## src/rtl/nanov_reg_port_if.sv

```systemverilog
// nanov_reg_port_if: host-side request/response bus for the nanoV register port.
//   req_valid/req_ready   request handshake (master -> slave)
//   req_write             1 = write, 0 = read
//   req_addr              register index
//   req_wdata             write data
//   rsp_valid/rsp_ready   response handshake (slave -> master)
//   rsp_rdata             read data (zero for writes and errored reads)
//   rsp_err               illegal target
interface nanov_reg_port_if #(
  parameter int REG_ADDR_BITS = 4
);
  logic                     req_valid;
  logic                     req_ready;
  logic                     req_write;
  logic [REG_ADDR_BITS-1:0] req_addr;
  logic [31:0]              req_wdata;
  logic                     rsp_valid;
  logic                     rsp_ready;
  logic [31:0]              rsp_rdata;
  logic                     rsp_err;

  modport master (
    output req_valid, req_write, req_addr, req_wdata, rsp_ready,
    input  req_ready, rsp_valid, rsp_rdata, rsp_err
  );

  modport slave (
    input  req_valid, req_write, req_addr, req_wdata, rsp_ready,
    output req_ready, rsp_valid, rsp_rdata, rsp_err
  );
endinterface

```

## src/rtl/nanov_reg_port.sv

```systemverilog
// nanov_reg_port: parallel access port onto the nanoV bit-serial register file.
// A 32-bit read/write request is latched, then transferred one bit per cycle
// (LSB first) in a 32-cycle window aligned to the core's free-running bit
// counter, and finally returned as a parallel response.
// Ports:
//   clk, rst        clock, asynchronous active-high reset
//   bus (slave)     request/response handshake bus
//   grant_i         core is stalled; register file ports may be driven
//   counter_i       core bit counter (0..31, free-running)
//   busy_o          transaction waiting for or performing its transfer
//   next_rs1_o      read address presented one cycle ahead
//   rs1_o, rd_o     read/write address during the transfer
//   wr_en_o         serial write enable
//   data_rd_o       serial write bit
//   data_rs1_i      serial read bit
module nanov_reg_port #(
  parameter int NUM_REGS      = 16,
  parameter int REG_ADDR_BITS = 4
) (
  input  logic                     clk,
  input  logic                     rst,
  nanov_reg_port_if.slave          bus,
  input  logic                     grant_i,
  input  logic [4:0]               counter_i,
  output logic                     busy_o,
  output logic [REG_ADDR_BITS-1:0] next_rs1_o,
  output logic [REG_ADDR_BITS-1:0] rs1_o,
  output logic [REG_ADDR_BITS-1:0] rd_o,
  output logic                     wr_en_o,
  output logic                     data_rd_o,
  input  logic                     data_rs1_i
);

  typedef enum logic [1:0] {S_IDLE, S_ARM, S_XFER, S_RESP} state_t;

  state_t                   state_q, state_d;
  logic                     write_q, write_d;
  logic [REG_ADDR_BITS-1:0] addr_q,  addr_d;
  logic [31:0]              wdata_q, wdata_d;
  logic [31:0]              rdata_q, rdata_d;
  logic                     err_q,   err_d;
  logic [4:0]               bit_q,   bit_d;

  // Request legality. x0 is hardwired zero and x3/x4 hold fixed values in the
  // nanoV register file, so writes to them are refused.
  logic [31:0] addr_ext;
  logic        out_of_range;
  logic        wr_illegal;
  assign addr_ext     = 32'(bus.req_addr);
  assign out_of_range = addr_ext >= 32'(NUM_REGS);
  assign wr_illegal   = (bus.req_addr == REG_ADDR_BITS'(0)) ||
                        (bus.req_addr == REG_ADDR_BITS'(3)) ||
                        (bus.req_addr == REG_ADDR_BITS'(4)) || out_of_range;

  always_ff @(posedge clk or posedge rst) begin
    if (rst) begin
      state_q <= S_IDLE;
      write_q <= 1'b0;
      addr_q  <= '0;
      wdata_q <= '0;
      rdata_q <= '0;
      err_q   <= 1'b0;
      bit_q   <= '0;
    end else begin
      state_q <= state_d;
      write_q <= write_d;
      addr_q  <= addr_d;
      wdata_q <= wdata_d;
      rdata_q <= rdata_d;
      err_q   <= err_d;
      bit_q   <= bit_d;
    end
  end

  // All outputs decode from registered state, so an asynchronous reset
  // removes wr_en_o in the same cycle it is asserted.
  always_comb begin
    state_d       = state_q;
    write_d       = write_q;
    addr_d        = addr_q;
    wdata_d       = wdata_q;
    rdata_d       = rdata_q;
    err_d         = err_q;
    bit_d         = bit_q;
    bus.req_ready = 1'b0;
    bus.rsp_valid = 1'b0;
    bus.rsp_rdata = '0;
    bus.rsp_err   = 1'b0;
    busy_o        = 1'b0;
    next_rs1_o    = '0;
    rs1_o         = '0;
    rd_o          = '0;
    wr_en_o       = 1'b0;
    data_rd_o     = 1'b0;

    unique case (state_q)
      S_IDLE: begin
        bus.req_ready = 1'b1;
        if (bus.req_valid) begin
          write_d = bus.req_write;
          addr_d  = bus.req_addr;
          wdata_d = bus.req_wdata;
          rdata_d = '0;
          err_d   = bus.req_write ? wr_illegal : out_of_range;
          state_d = S_ARM;
        end
      end

      S_ARM: begin
        busy_o = 1'b1;
        // The register file reads one cycle ahead, so the address is
        // presented on next_rs1 in the last cycle before bit 0.
        if (counter_i == 5'd31 && grant_i) begin
          next_rs1_o = addr_q;
          bit_d      = '0;
          state_d    = S_XFER;
        end
      end

      S_XFER: begin
        busy_o = 1'b1;
        rs1_o  = addr_q;
        rd_o   = addr_q;
        // Internal bit index drives the window; counter_i is not consulted
        // here and grant_i is not re-checked once the window has started.
        if (bit_q != 5'd31) next_rs1_o = addr_q;
        if (!write_q) begin
          rdata_d[bit_q] = data_rs1_i;
        end else if (!err_q) begin
          wr_en_o   = 1'b1;
          data_rd_o = wdata_q[bit_q];
        end
        bit_d = bit_q + 5'd1;
        if (bit_q == 5'd31) state_d = S_RESP;
      end

      S_RESP: begin
        bus.rsp_valid = 1'b1;
        bus.rsp_rdata = (write_q || err_q) ? 32'h0 : rdata_q;
        bus.rsp_err   = err_q;
        if (bus.rsp_ready) state_d = S_IDLE;
      end

      default: state_d = S_IDLE;
    endcase
  end

endmodule

```

## src/flat_wrapper.sv

```systemverilog
// flat-port wrapper written by rule: the top's interface ports become plain ports
module nanov_reg_port_flat 
#(
  parameter int NUM_REGS      = 16,
  parameter int REG_ADDR_BITS = 4
)
  (clk, rst, grant_i, counter_i, busy_o, next_rs1_o, rs1_o, rd_o, wr_en_o, data_rd_o, data_rs1_i, bus_req_valid, bus_req_write, bus_req_addr, bus_req_wdata, bus_rsp_ready, bus_req_ready, bus_rsp_valid, bus_rsp_rdata, bus_rsp_err);
  nanov_reg_port_if #(.REG_ADDR_BITS(REG_ADDR_BITS)) bus_i ();
  input  logic clk;
  input  logic rst;
  input  logic grant_i;
  input  logic [4:0] counter_i;
  output logic busy_o;
  output logic [REG_ADDR_BITS-1:0] next_rs1_o;
  output logic [REG_ADDR_BITS-1:0] rs1_o;
  output logic [REG_ADDR_BITS-1:0] rd_o;
  output logic wr_en_o;
  output logic data_rd_o;
  input  logic data_rs1_i;
  input wire logic [$bits(bus_i.req_valid)-1:0] bus_req_valid;
  input wire logic [$bits(bus_i.req_write)-1:0] bus_req_write;
  input wire logic [$bits(bus_i.req_addr)-1:0] bus_req_addr;
  input wire logic [$bits(bus_i.req_wdata)-1:0] bus_req_wdata;
  input wire logic [$bits(bus_i.rsp_ready)-1:0] bus_rsp_ready;
  output wire logic [$bits(bus_i.req_ready)-1:0] bus_req_ready;
  output wire logic [$bits(bus_i.rsp_valid)-1:0] bus_rsp_valid;
  output wire logic [$bits(bus_i.rsp_rdata)-1:0] bus_rsp_rdata;
  output wire logic [$bits(bus_i.rsp_err)-1:0] bus_rsp_err;
  assign bus_i.req_valid = bus_req_valid;
  assign bus_i.req_write = bus_req_write;
  assign bus_i.req_addr = bus_req_addr;
  assign bus_i.req_wdata = bus_req_wdata;
  assign bus_i.rsp_ready = bus_rsp_ready;
  assign bus_req_ready = bus_i.req_ready;
  assign bus_rsp_valid = bus_i.rsp_valid;
  assign bus_rsp_rdata = bus_i.rsp_rdata;
  assign bus_rsp_err = bus_i.rsp_err;
  nanov_reg_port #(.NUM_REGS(NUM_REGS), .REG_ADDR_BITS(REG_ADDR_BITS)) u_core (.clk(clk), .rst(rst), .bus(bus_i), .grant_i(grant_i), .counter_i(counter_i), .busy_o(busy_o), .next_rs1_o(next_rs1_o), .rs1_o(rs1_o), .rd_o(rd_o), .wr_en_o(wr_en_o), .data_rd_o(data_rd_o), .data_rs1_i(data_rs1_i));
endmodule
```

## config.mk

```make
export PLATFORM = sky130hd
export DESIGN_NAME = nanov_reg_port_flat
export DESIGN_NICKNAME = d
export VERILOG_FILES = /design/src/rtl/nanov_reg_port_if.sv /design/src/rtl/nanov_reg_port.sv /design/src/flat_wrapper.sv
export SDC_FILE = /design/constraint.sdc
export NUM_CORES = 1
export LEC_CHECK = 0
export CORE_AREA = 2 2 121 123
export CTS_CLUSTER_DIAMETER = 30
export CTS_CLUSTER_SIZE = 8
export DETAILED_ROUTE_END_ITERATION = 16
export DIE_AREA = 0 0 123 125
export PLACE_DENSITY = 0.63
export SLEW_MARGIN = 25
export SYNTH_ARGS = -nofsm -noshare
export SYNTH_HDL_FRONTEND = slang
export SYNTH_SLANG_ARGS = --single-unit
export TNS_END_PERCENT = 30
```

## constraint.sdc

```tcl
create_clock -name clk -period 5.54 [get_ports clk]
set_input_delay 1.108 -clock clk [delete_from_list [all_inputs] [get_ports clk]]
set_output_delay 1.108 -clock clk [all_outputs]
set_load 0.01 [all_outputs]
```

==> results of run 1 <==
cells in the final DEF, fill, tap and decap left out, types with 2 or more instances in the layout:
master | netlist | routed
sky130_fd_sc_hd__and2_1 | 43 | 43
sky130_fd_sc_hd__buf_4 | 5 | 5
sky130_fd_sc_hd__or3b_2 | 2 | 2
sky130_fd_sc_hd__nand3b_1 | 4 | 4
sky130_fd_sc_hd__o22ai_1 | 5 | 5
sky130_fd_sc_hd__nor3_1 | 6 | 5
sky130_fd_sc_hd__nand2b_1 | 3 | 3
sky130_fd_sc_hd__mux2i_1 | 9 | 9
sky130_fd_sc_hd__o21a_1 | 2 | 2
sky130_fd_sc_hd__clkbuf_8 | 0 | 2
sky130_fd_sc_hd__bufinv_16 | 0 | 2
sky130_fd_sc_hd__mux2_2 | 45 | 45
sky130_fd_sc_hd__mux4_2 | 3 | 3
sky130_fd_sc_hd__a22o_1 | 9 | 9
sky130_fd_sc_hd__dfrtp_1 | 77 | 77
sky130_fd_sc_hd__a21boi_0 | 22 | 22
sky130_fd_sc_hd__nor2b_1 | 3 | 3
sky130_fd_sc_hd__ha_1 | 9 | 9
sky130_fd_sc_hd__nand3_1 | 6 | 6
sky130_fd_sc_hd__inv_1 | 9 | 8
sky130_fd_sc_hd__mux2_1 | 3 | 3
sky130_fd_sc_hd__nor3b_1 | 2 | 2
sky130_fd_sc_hd__o31ai_1 | 2 | 2
sky130_fd_sc_hd__a21oi_1 | 2 | 2
sky130_fd_sc_hd__clkbuf_16 | 0 | 9
sky130_fd_sc_hd__nor2_1 | 5 | 5
sky130_fd_sc_hd__o21ai_0 | 50 | 50
sky130_fd_sc_hd__nand4_1 | 2 | 2
sky130_fd_sc_hd__nand2_1 | 29 | 29
sky130_fd_sc_hd__clkinv_2 | 0 | 2
sky130_fd_sc_hd__clkdlybuf4s50_1 | 0 | 97
through the flow:
stage / hold WS [ns] / instances / setup slack, ns
finish: 0.4979 / 664 / 1.246
global route: 0.5185 / 664 / 0.9927
CTS: 0.5057 / 664 / 1.216
detailed placement: 0.4819 / 648 / 1.581
global placement: 0.4848 / 648 / 1.585
floorplan: 0.4523 / 393 / 2.465
final cells by class:
| class | instances | area, µm² | share of cell area, % |
|---|---|---|---|
| Clock buffer | 12 | 256.5 | 4.620 |
| Clock inverter | 4 | 70.07 | 1.262 |
| Inverter | 9 | 33.78 | 0.6085 |
| Multi-Input combinational cell | 276 | 2026 | 36.49 |
| Sequential cell | 77 | 1927 | 34.71 |
| Tap cell | 184 | 230.2 | 4.147 |
| Timing Repair Buffer | 102 | 1008 | 18.17 |
cell usage after synthesis, drive strengths merged (3+ instances only):
| master | instances | share of area, % |
|---|---|---|
| dfrtp | 77 | 47 |
| o21ai | 51 | 6.2 |
| mux2 | 48 | 13 |
| and2 | 43 | 6.5 |
| nand2 | 29 | 2.6 |
| a21boi | 22 | 4.0 |
| clkbuf | 17 | 1.5 |
| buf | 14 | 2.1 |
| a22o | 9 | 1.9 |
| ha | 9 | 2.7 |
| inv | 9 | 0.82 |
| mux2i | 9 | 2.2 |
| nand3 | 6 | 0.73 |
| nor2 | 6 | 0.61 |
| nor3 | 6 | 0.73 |
| o22ai | 5 | 0.76 |
| nand3b | 4 | 0.73 |
| mux4 | 3 | 1.6 |
| nand2b | 3 | 0.45 |
| nor2b | 3 | 0.45 |
logic make-up after synthesis:
logic type / count (synthesis)
AND/OR/NAND/NOR: 110
AO/OA/AOI/OAI: 97
flip-flops: 77
multiplexers: 60
buffers and inverters: 40
adder cells (fa/ha/maj): 9
state kept, by name, summed over array words and instances, names as in the netlist:
name            flops
u_core.wdata_q     32
u_core.rdata_q     32
u_core.write_q      1
u_core.err_q        1
u_core.addr_q       4
u_core.bit_q        5
u_core.state_q      2
layer usage:
layer | vias to the layer above | wire length (µm)
met1 | 1531 | 4650
li1 | 1548 | -
met2 | 82 | 4824
met5 | - | 0
met3 | 6 | 576
met4 | 0 | 81
critical path, cell delays in order, from the launching register on:
cell,delay [ns]
sky130_fd_sc_hd__dfrtp_1,0.66
sky130_fd_sc_hd__ha_1,0.47
sky130_fd_sc_hd__nand3_1,0.18
sky130_fd_sc_hd__inv_1,0.07
sky130_fd_sc_hd__ha_1,0.17
sky130_fd_sc_hd__nand2b_1,0.16
sky130_fd_sc_hd__a21boi_0,0.14
sky130_fd_sc_hd__nor2b_1,0.27
sky130_fd_sc_hd__and2_1,0.19
sky130_fd_sc_hd__clkdlybuf4s50_1,0.54
power by group through the flow:
stage               Sequential [W]  Combinational (W)  Clock (W)
floorplan                 0.000790           0.000656          0
CTS                       0.000848           0.000883   0.000655
global placement          0.000849           0.000859          0
finish                    0.000848           0.000873   0.000644
detailed placement        0.000859           0.000881          0
global route              0.000869           0.000968   0.000681
worst max path at each step:
stage | startpoint | cells after the start | to | slack (ns)
6_report | u_core.bit_q[1] | 9 | next_rs1_o[3] | 1.25
5_1_grt | u_core.bit_q[1] | 9 | next_rs1_o[3] | 0.99
4_1_cts | u_core.bit_q[1] | 9 | next_rs1_o[3] | 1.22
3_5_place_dp | counter_i[2] | 7 | next_rs1_o[2] | 1.58
3_3_place_gp | counter_i[3] | 7 | next_rs1_o[3] | 1.58
2_1_floorplan | rst | 1 | u_core.addr_q[0] | 2.47
==> impl_metrics.json, run 1 <==
{
  "status": "complete, no violations",
  "drtIter0Drc": 202,
  "clockBufferDepth": 2,
  "dpl.hpwl_um": 7505,
  "count_of_standard_cell_rows": 44,
  "layout.filler_cells": 1432,
  "timing.final.crit_period_ns": 4.294,
  "drt-pass1-iter-count": 4,
  "first_global_vias": 3188,
  "via_count": 3167,
  "timing.hold.worst_path_depth": 2,
  "grt.overflow.total": 0,
  "timing.critical_path.arrival_ns": 3.19,
  "place_area_mm2": 0.005225,
  "grtUsageMet3_pct": 2.965,
  "layout_worst_path_cycle_share_pct": 77.50,
  "synth_fa_ha_area_share_pct": 2.724,
  "slack_of_the_worst_reg_to_reg_path_ns": 2.99,
  "layout.cell_area.non_filler_mm2": 0.005552,
  "grt_antenna_before_repair": 0,
  "switching_share_pct": 33.13,
  "ys_ff_latch": 77,
  "fp.dieH_um": 125,
  "critPathLaunchType": "register",
  "grt_util_all_layers_pct": 13.45,
  "cts_max_level": 3,
  "synthMuxAreaShare_pct": 16.89,
  "slew_headroom_pct": 49.27,
  "start_util_pct": 29.11,
  "placement.io_buffers": 97,
  "met1_usage_pct": 18.62,
  "syn-num-nets": 450,
  "route.final.wire_length_um": 10130,
  "fin_nets": 532,
  "setup-tns-final_ns": 0,
  "synthFlopType": "sky130_fd_sc_hd__dfrtp_1",
  "worst_pin_slew_ns": 0.7610,
  "maxCapViolCount": 0,
  "cts.hold.buffers_added": 0,
  "ir_worst_vdd_mv": 0.1720,
  "yosys.area_share.simple_pct": 14.62,
  "fin_util_pct": 39.09,
  "power.static_leakage_nw": 2.289,
  "share_seq_of_total_power_pct": 35.9,
  "fin_skew_ns": 0.007300,
  "synth.avg_cell_area_um2": 10.52,
  "gp_congestion": 0.8268,
  "r2r_start": "u_core.state_q[0]",
  "min_from": "u_core.rdata_q[3]",
  "cts.repair_timing.setup_buffer_count": 0,
  "drcViolationCount": 0,
  "finalMaxSlewViolations": 0,
  "fmax_mhz": 232.9,
  "tightest_hold_check_type": "register to register",
  "timing_worst_setup_path_type": "register to primary output",
  "int_pwr_w": 0.001582,
  "critPathCaptureType": "primary output",
  "synth-warning-count": 0,
  "rr_endpoint": "u_core.rdata_q[23]",
  "n_antenna_cell": 0,
  "post_cts_clock_slew_at_the_launch_and_capture_registers_of_the_worst_setup_and_hold_paths_ns": 0.06,
  "grt_first_pass_wirelength_um": 16420,
  "grt_max_degree": 45,
  "yosysSeqAreaShare_pct": 46.61,
  "timing.hold.worst_endpoint": "u_core.rdata_q[3]",
  "cts_inserted_buffers": 9,
  "power_per_cell_area_mw_per_mm2": 426.1,
  "floorplan.die.width_um": 123,
  "critical_path_required_ns": 4.43,
  "finalSetupViolations": 0,
  "count_of_antenna_violating_nets_left_after_detailed_routing": 0,
  "hold_violations": 0,
  "rsz0062_at_grt": "no",
  "worst-path-max-fanout": 18,
  "dieArea_mm2": 0.01538,
  "pwr-share-comb_pct": 36.9,
  "top_usage_layer": "met2",
  "drt-vias-per-instance": 4.770,
  "core-area_mm2": 0.01420,
  "wl_cell_um": 15.26,
  "syn2layout_area_growth_pct": 34.29,
  "clock_tree_from_tritoncts": "yes",
  "post_synth_xor_area_fraction_pct": 0,
  "power_frac_clock_pct": 27.2,
  "clock-root-buffer": "sky130_fd_sc_hd__clkbuf_16",
  "synth_top_family_by_area": "multiplexers",
  "async_reset_ff_share_pct": 100.0,
  "yosys.cell_types.count": 39,
  "num_clock_sinks": 77,
  "layout_cell_share_with_drive_strength_beyond_1_pct": 15.42,
  "syn-cell-area_mm2": 0.004134,
  "globalRouteMet2Util_pct": 21.45,
  "worstSkewPairLatency_ns": 0.33,
  "synth_compound_area_share_pct": 14.65,
  "synth-edff-count": 0,
  "cts-resized-gates": 0,
  "rr_worst_depth": 9,
  "netlist_instances": 393,
  "finalPower_w": 0.002365,
  "power.net_switching_w": 0.0007838,
  "io_pins": 98
}
No activity file was read; power rests on OpenSTA's default activity.
==> inputs of run 2 (changes only) <==
==> constraint.sdc (replaced) <==
create_clock -name clk -period 4.5 [get_ports clk]
set_input_delay 0.9 -clock clk [delete_from_list [all_inputs] [get_ports clk]]
set_output_delay 0.9 -clock clk [all_outputs]
set_load 0.01 [all_outputs]
==> run 2 against run 1 <==
Against the previous run:
- cell count rose by 0.30%
- die area stayed put
- clock power increased by 28%
- flip-flop and latch count did not move
- first-iteration DRC count down 56%
- global-route usage increased by 0.31 points
- largest cell class unchanged
==> impl_metrics.json, run 2 (same netlist as run 1, synthesis figures left out) <==
{
  "status": "complete, no violations",
  "reg_top3": "u_core.rdata_q: 32 flops, u_core.wdata_q: 32 flops, u_core.bit_q: 5 flops",
  "critPathLaunchType": "register",
  "worstSkewPairLatency_ns": 0.34,
  "dp_cells": 650,
  "grt_first_pass_wirelength_um": 16690,
  "cp_common_cell": "sky130_fd_sc_hd__ha_1",
  "fin_skew_ns": 0.006945,
  "clockBufferDepth": 2,
  "hold_violations": 0,
  "core-area_mm2": 0.01420,
  "dieArea_mm2": 0.01538,
  "placement.setup.worst_slack_ns": 0.9575,
  "fmax_mhz": 273.6,
  "grt_max_degree": 78,
  "route.final.wire_length_um": 9979,
  "power_frac_clock_pct": 27.9,
  "count_of_standard_cell_rows": 44,
  "timing.critical_path.cells": "ha_1, nand3_1, inv_1, ha_1, nand2b_1, a21boi_0, nor2b_1, and2_1, clkdlybuf4s50_1",
  "slew_headroom_pct": 54.22,
  "fin_nets": 534,
  "grt_antenna_before_repair": 0,
  "power_per_cell_area_mw_per_mm2": 527.8,
  "clock_tree_from_tritoncts": "yes",
  "cts_max_level": 3,
  "count_of_antenna_violating_nets_left_after_detailed_routing": 0,
  "via_count": 3175,
  "clock-root-buffer": "sky130_fd_sc_hd__clkbuf_16",
  "finalMaxSlewViolations": 0,
  "cts_inserted_buffers": 9,
  "pwr-share-comb_pct": 38.3,
  "layout.filler_cells": 1433,
  "critical_path_required_ns": 3.60,
  "worst-path-max-fanout": 10,
  "setup-tns-final_ns": 0,
  "post_cts_clock_slew_at_the_launch_and_capture_registers_of_the_worst_setup_and_hold_paths_ns": 0.06,
  "timing.final.crit_period_ns": 3.655,
  "cp_slowest_cell": "sky130_fd_sc_hd__clkdlybuf4s50_1",
  "place_area_mm2": 0.005240,
  "grt_util_all_layers_pct": 13.76,
  "cts.hold.buffers_added": 0,
  "drt-pass1-iter-count": 4,
  "fp.dieH_um": 125,
  "drtIter0Drc": 88,
  "num_clock_sinks": 77,
  "int_pwr_w": 0.001983,
  "layout_worst_path_cycle_share_pct": 81.22,
  "layout_setup_ws_ns": 0.8452,
  "drt-vias-per-instance": 4.767,
  "wl_met2_um": 4807,
  "floorplan.die.width_um": 123,
  "switching_share_pct": 32.70,
  "final_common_cell": "sky130_fd_sc_hd__clkdlybuf4s50_1",
  "power.static_leakage_nw": 2.301,
  "finish.cell_count_without_fillers": 666,
  "rsz0062_at_grt": "no",
  "io_pins": 98,
  "met1_length_um": 4536,
  "drcViolationCount": 0,
  "timing_worst_setup_path_type": "register to primary output",
  "worst_pin_slew_ns": 0.6866,
  "maxCapViolCount": 0,
  "critical-path-max-stage-delay_ns": 0.54,
  "wl_cell_um": 14.98,
  "layout.cell_area.non_filler_mm2": 0.005584,
  "placement.io_buffers": 97,
  "finalPower_w": 0.002947,
  "routed.top_layer": "met4",
  "first_global_vias": 3288,
  "layout_cell_share_with_drive_strength_beyond_1_pct": 15.77,
  "syn2layout_area_growth_pct": 35.08,
  "cts.repair_timing.setup_buffer_count": 0,
  "tightest_hold_check_type": "register to register",
  "power.net_switching_w": 0.0009638,
  "critPathCaptureType": "primary output",
  "start_util_pct": 29.11,
  "mostFrequentLayoutCells": "97 x sky130_fd_sc_hd__clkdlybuf4s50_1, 77 x sky130_fd_sc_hd__dfrtp_1, 50 x sky130_fd_sc_hd__o21ai_0",
  "gp_congestion": 0.8062,
  "n_antenna_cell": 0,
  "met3_wirelength_um": 527,
  "finalSetupViolations": 0,
  "timing.critical_path.arrival_ns": 2.75,
  "ir_worst_vdd_mv": 0.2227,
  "cts-resized-gates": 0,
  "dpl.hpwl_um": 7434,
  "grt.overflow.total": 0,
  "share_seq_of_total_power_pct": 33.8
}
==> run 2: cell types whose count changed in the layout (fill, tap and decap cells not counted), sizes merged <==
cell and delta:
buf +2, bufinv +1, clkbuf -2, clkinvlp +1
==> run 2: stage by stage <==
stage,utilization [%],hold slack (ns)
floorplan,-,0.4523
global placement,36.89,0.4828
detailed placement,36.89,0.4857
CTS,39.29,0.4986
global route,39.31,0.5182
finish,39.31,0.4982
==> run 2: final cells by class <==
cell class | count | area (µm²) | area share [%]
multi-input combinational | 276 | 2026 | 36.28
clock buffer | 10 | 229.0 | 4.100
sequential | 77 | 1927 | 34.51
timing repair buffer | 104 | 1027 | 18.40
inverter | 9 | 33.78 | 0.6050
clock inverter | 6 | 111.4 | 1.994
tap | 184 | 230.2 | 4.123
==> run 2: path summary, 6_finish.rpt <==
check,startpoint,endpoint,slack (ns),cells past startpoint
max in group asynchronous,rst,u_core.write_q,2.97,3
min in group asynchronous,rst,u_core.bit_q[1],1.08,3
max,u_core.bit_q[0],next_rs1_o[3],0.85,9
min reg2reg,u_core.rdata_q[16],u_core.rdata_q[16],0.50,2
max reg2reg,u_core.state_q[0],u_core.rdata_q[23],2.08,8
min,u_core.rdata_q[16],u_core.rdata_q[16],0.50,2
==> run 2: worst max-delay path: cells and delay by family, from the launching register on <==
kind            cells  cell delay, ns
compound gates      1            0.14
fa+ha+maj           2            0.51
buf+inv             2            0.61
flops               1            0.38
simple gates        4            0.75
==> run 2: power groups by stage <==
stage	sequential (W)	clock [W]	combinational [W]
floorplan	0.000972	0	0.000808
global placement	0.00100	0	0.00112
detailed placement	0.00101	0	0.00115
CTS	0.000998	0.000845	0.00115
global route	0.00102	0.000876	0.00125
finish	0.000997	0.000823	0.00113
==> run 2: layer usage <==
layer	track usage (%)	vias up
met4	3.810	0
li1	-	1553
met5	0	-
met1	17.96	1549
met2	22.52	64
met3	3.513	9
==> variant: new RTL, config.mk and constraints of run 1 <==
`rdata_q` no longer has a reset.
--- a/src/rtl/nanov_reg_port.sv
+++ b/src/rtl/nanov_reg_port.sv
@@ -58,7 +58,6 @@
       write_q <= 1'b0;
       addr_q  <= '0;
       wdata_q <= '0;
-      rdata_q <= '0;
       err_q   <= 1'b0;
       bit_q   <= '0;
     end else begin
@@ -66,10 +65,13 @@
       write_q <= write_d;
       addr_q  <= addr_d;
       wdata_q <= wdata_d;
-      rdata_q <= rdata_d;
       err_q   <= err_d;
       bit_q   <= bit_d;
     end
+  end
+
+  always_ff @(posedge clk) begin
+    rdata_q <= rdata_d;
   end
 
   // All outputs decode from registered state, so an asynchronous reset
Behaviour: same outputs for any inputs over 10 cycles, from zero or initial values and one cycle with rst high; that may be too few to reach the edited logic, so the function may still have changed.
==> variant against run 1 <==
Sequential share of layout area increased by 1.9 points; power is 24% higher; routed wire length increased by 0.17%; global-route usage fell by 0.083 points; area after synthesis increased by 3.6%; worst setup slack improved by 0.042 ns; first-iteration DRC count decreased by 9.4%; clock power increased by 0.6%; design area rose by 2.8%; sequential power is 30% higher; sequential cell count did not move; core utilization is 1.1 points higher; critical path type unchanged; critical endpoint is now next_rs1_o[1]; largest power group unchanged; highest routed layer unchanged.
==> variant: results (changes against run 1) <==
- Status: completed (unchanged)
- Compound-Gate Fraction of Synth Area: 0.0666 (was 0.146)
- Main area contributors after synthesis: sky130_fd_sc_hd__dfrtp_1, sky130_fd_sc_hd__edfxtp_1, sky130_fd_sc_hd__mux2_2 (was sky130_fd_sc_hd__dfrtp_1, sky130_fd_sc_hd__mux2_2, sky130_fd_sc_hd__and2_1)
- Synth Net Count: 455 (was 450)
- FF-to-FF End: u_core.state_q[1] (was u_core.rdata_q[23])
- Share of synthesized area occupied by flip-flops and latches: 0.487 (was 0.466)
- Crit path largest cell delay: 0.57 ns (was 0.66 ns)
- Number of DRC markers in iteration 0: 183 (was 202)
- Synthesis Warnings: 0 (unchanged)
- Startpoint of the worst setup timing path: u_core.bit_q[0] (was u_core.bit_q[1])
- Instance area after placement: 0.00537 sq mm (was 0.00523 sq mm)
- Total detailed-routing wirelength: 10.2 mm (was 10.1 mm)
- Post-synthesis async set-or-reset flop share: 0.584 (was 1.00)
- Slew @ Worst Pin: 0.793 ns (was 0.761 ns)
- Reported leakage power: 0.00222 uW (was 0.00229 uW)
- Multiplexer area fraction after synthesis: 0.174 (was 0.169)
- Min-Delay Path Depth: 1 (was 2)
- Synth top cells by count: sky130_fd_sc_hd__nand2_1, sky130_fd_sc_hd__dfrtp_1, sky130_fd_sc_hd__and2_1 (was sky130_fd_sc_hd__dfrtp_1, sky130_fd_sc_hd__o21ai_0, sky130_fd_sc_hd__mux2_2)
- Average size of a mapped cell: 10.8 sq um (was 10.5 sq um)
- Most frequent cell after synthesis: sky130_fd_sc_hd__nand2_1 (was sky130_fd_sc_hd__dfrtp_1)
- Number of non-filler instances in the completed layout: 667 (was 664)
- Number of cell instances on the worst register-to-register path: 6 (was 9)
- Vias in the first global route: 3143 (was 3188)
- Global-route usage over all layers: 0.134 (was 0.135)
- # Post-CTS Setup Buffers: 0 (unchanged)
- Pre-CTS setup slack: 1.56 ns (was 1.58 ns)
- CP arrival: 3.14 ns (was 3.19 ns)
- Final setup skew: 0.00841 ns (was 0.00730 ns)
- Weighted congestion at the end of routability-driven global placement: 0.790 (was 0.827)
- Register-to-Register Setup Slack: 3.17 ns (was 2.99 ns)
- Vias per cell: 4.76 (was 4.77)
- CP endpoint: next_rs1_o[1] (was next_rs1_o[3])
- Biggest fanout along the worst timing path: 17 (was 18)
- Largest voltage drop on the vdd net: 0.000257 V (was 0.000172 V)
- Layout cell share with drive strength beyond 1: 0.145 (was 0.154)
- Final #Nets: 535 (was 532)
- Distinct cell type count after synthesis: 37 (was 39)
- Number of placed instances with taps included: 651 (was 648)
- Hold path start: u_core.wdata_q[5] (was u_core.rdata_q[3])
- First-pass GRT wire length: 16.2 mm (was 16.4 mm)
- Number of synthesized flops with an enable pin: 32 (was 0)
[variant: routing by layer]
metal  share of wire  track usage  up-vias
li1                -            -     1551
met1            0.46        0.187     1529
met2            0.47        0.206       82
met3           0.060       0.0333       12
met4           0.013       0.0354        0
met5               0            0        -
[variant: where the power goes]
group,switching (uW),leakage [uW],internal (uW)
clock,242,0.000167,406
combinational,574,0.00119,607
sequential,158,0.000860,945
[variant: final cells by class]
class	count	area [sq um]
Clock buffer	11	275
Clock inverter	5	62.6
Fill cell	1385	8500
Inverter	8	31.3
Multi-Input combinational cell	280	2020
Sequential cell	77	2090
Tap cell	184	230
Timing Repair Buffer	102	1000
[variant: through the flow]
step           hold WS, ns  utilization  total power (uW)
2_1_floorplan        0.474            -              1840
3_3_place_gp         0.483        0.378              2270
3_5_place_dp         0.496        0.378              2320
4_1_cts              0.509        0.402              2970
5_1_grt              0.515        0.402              3120
6_report             0.505        0.402              2930
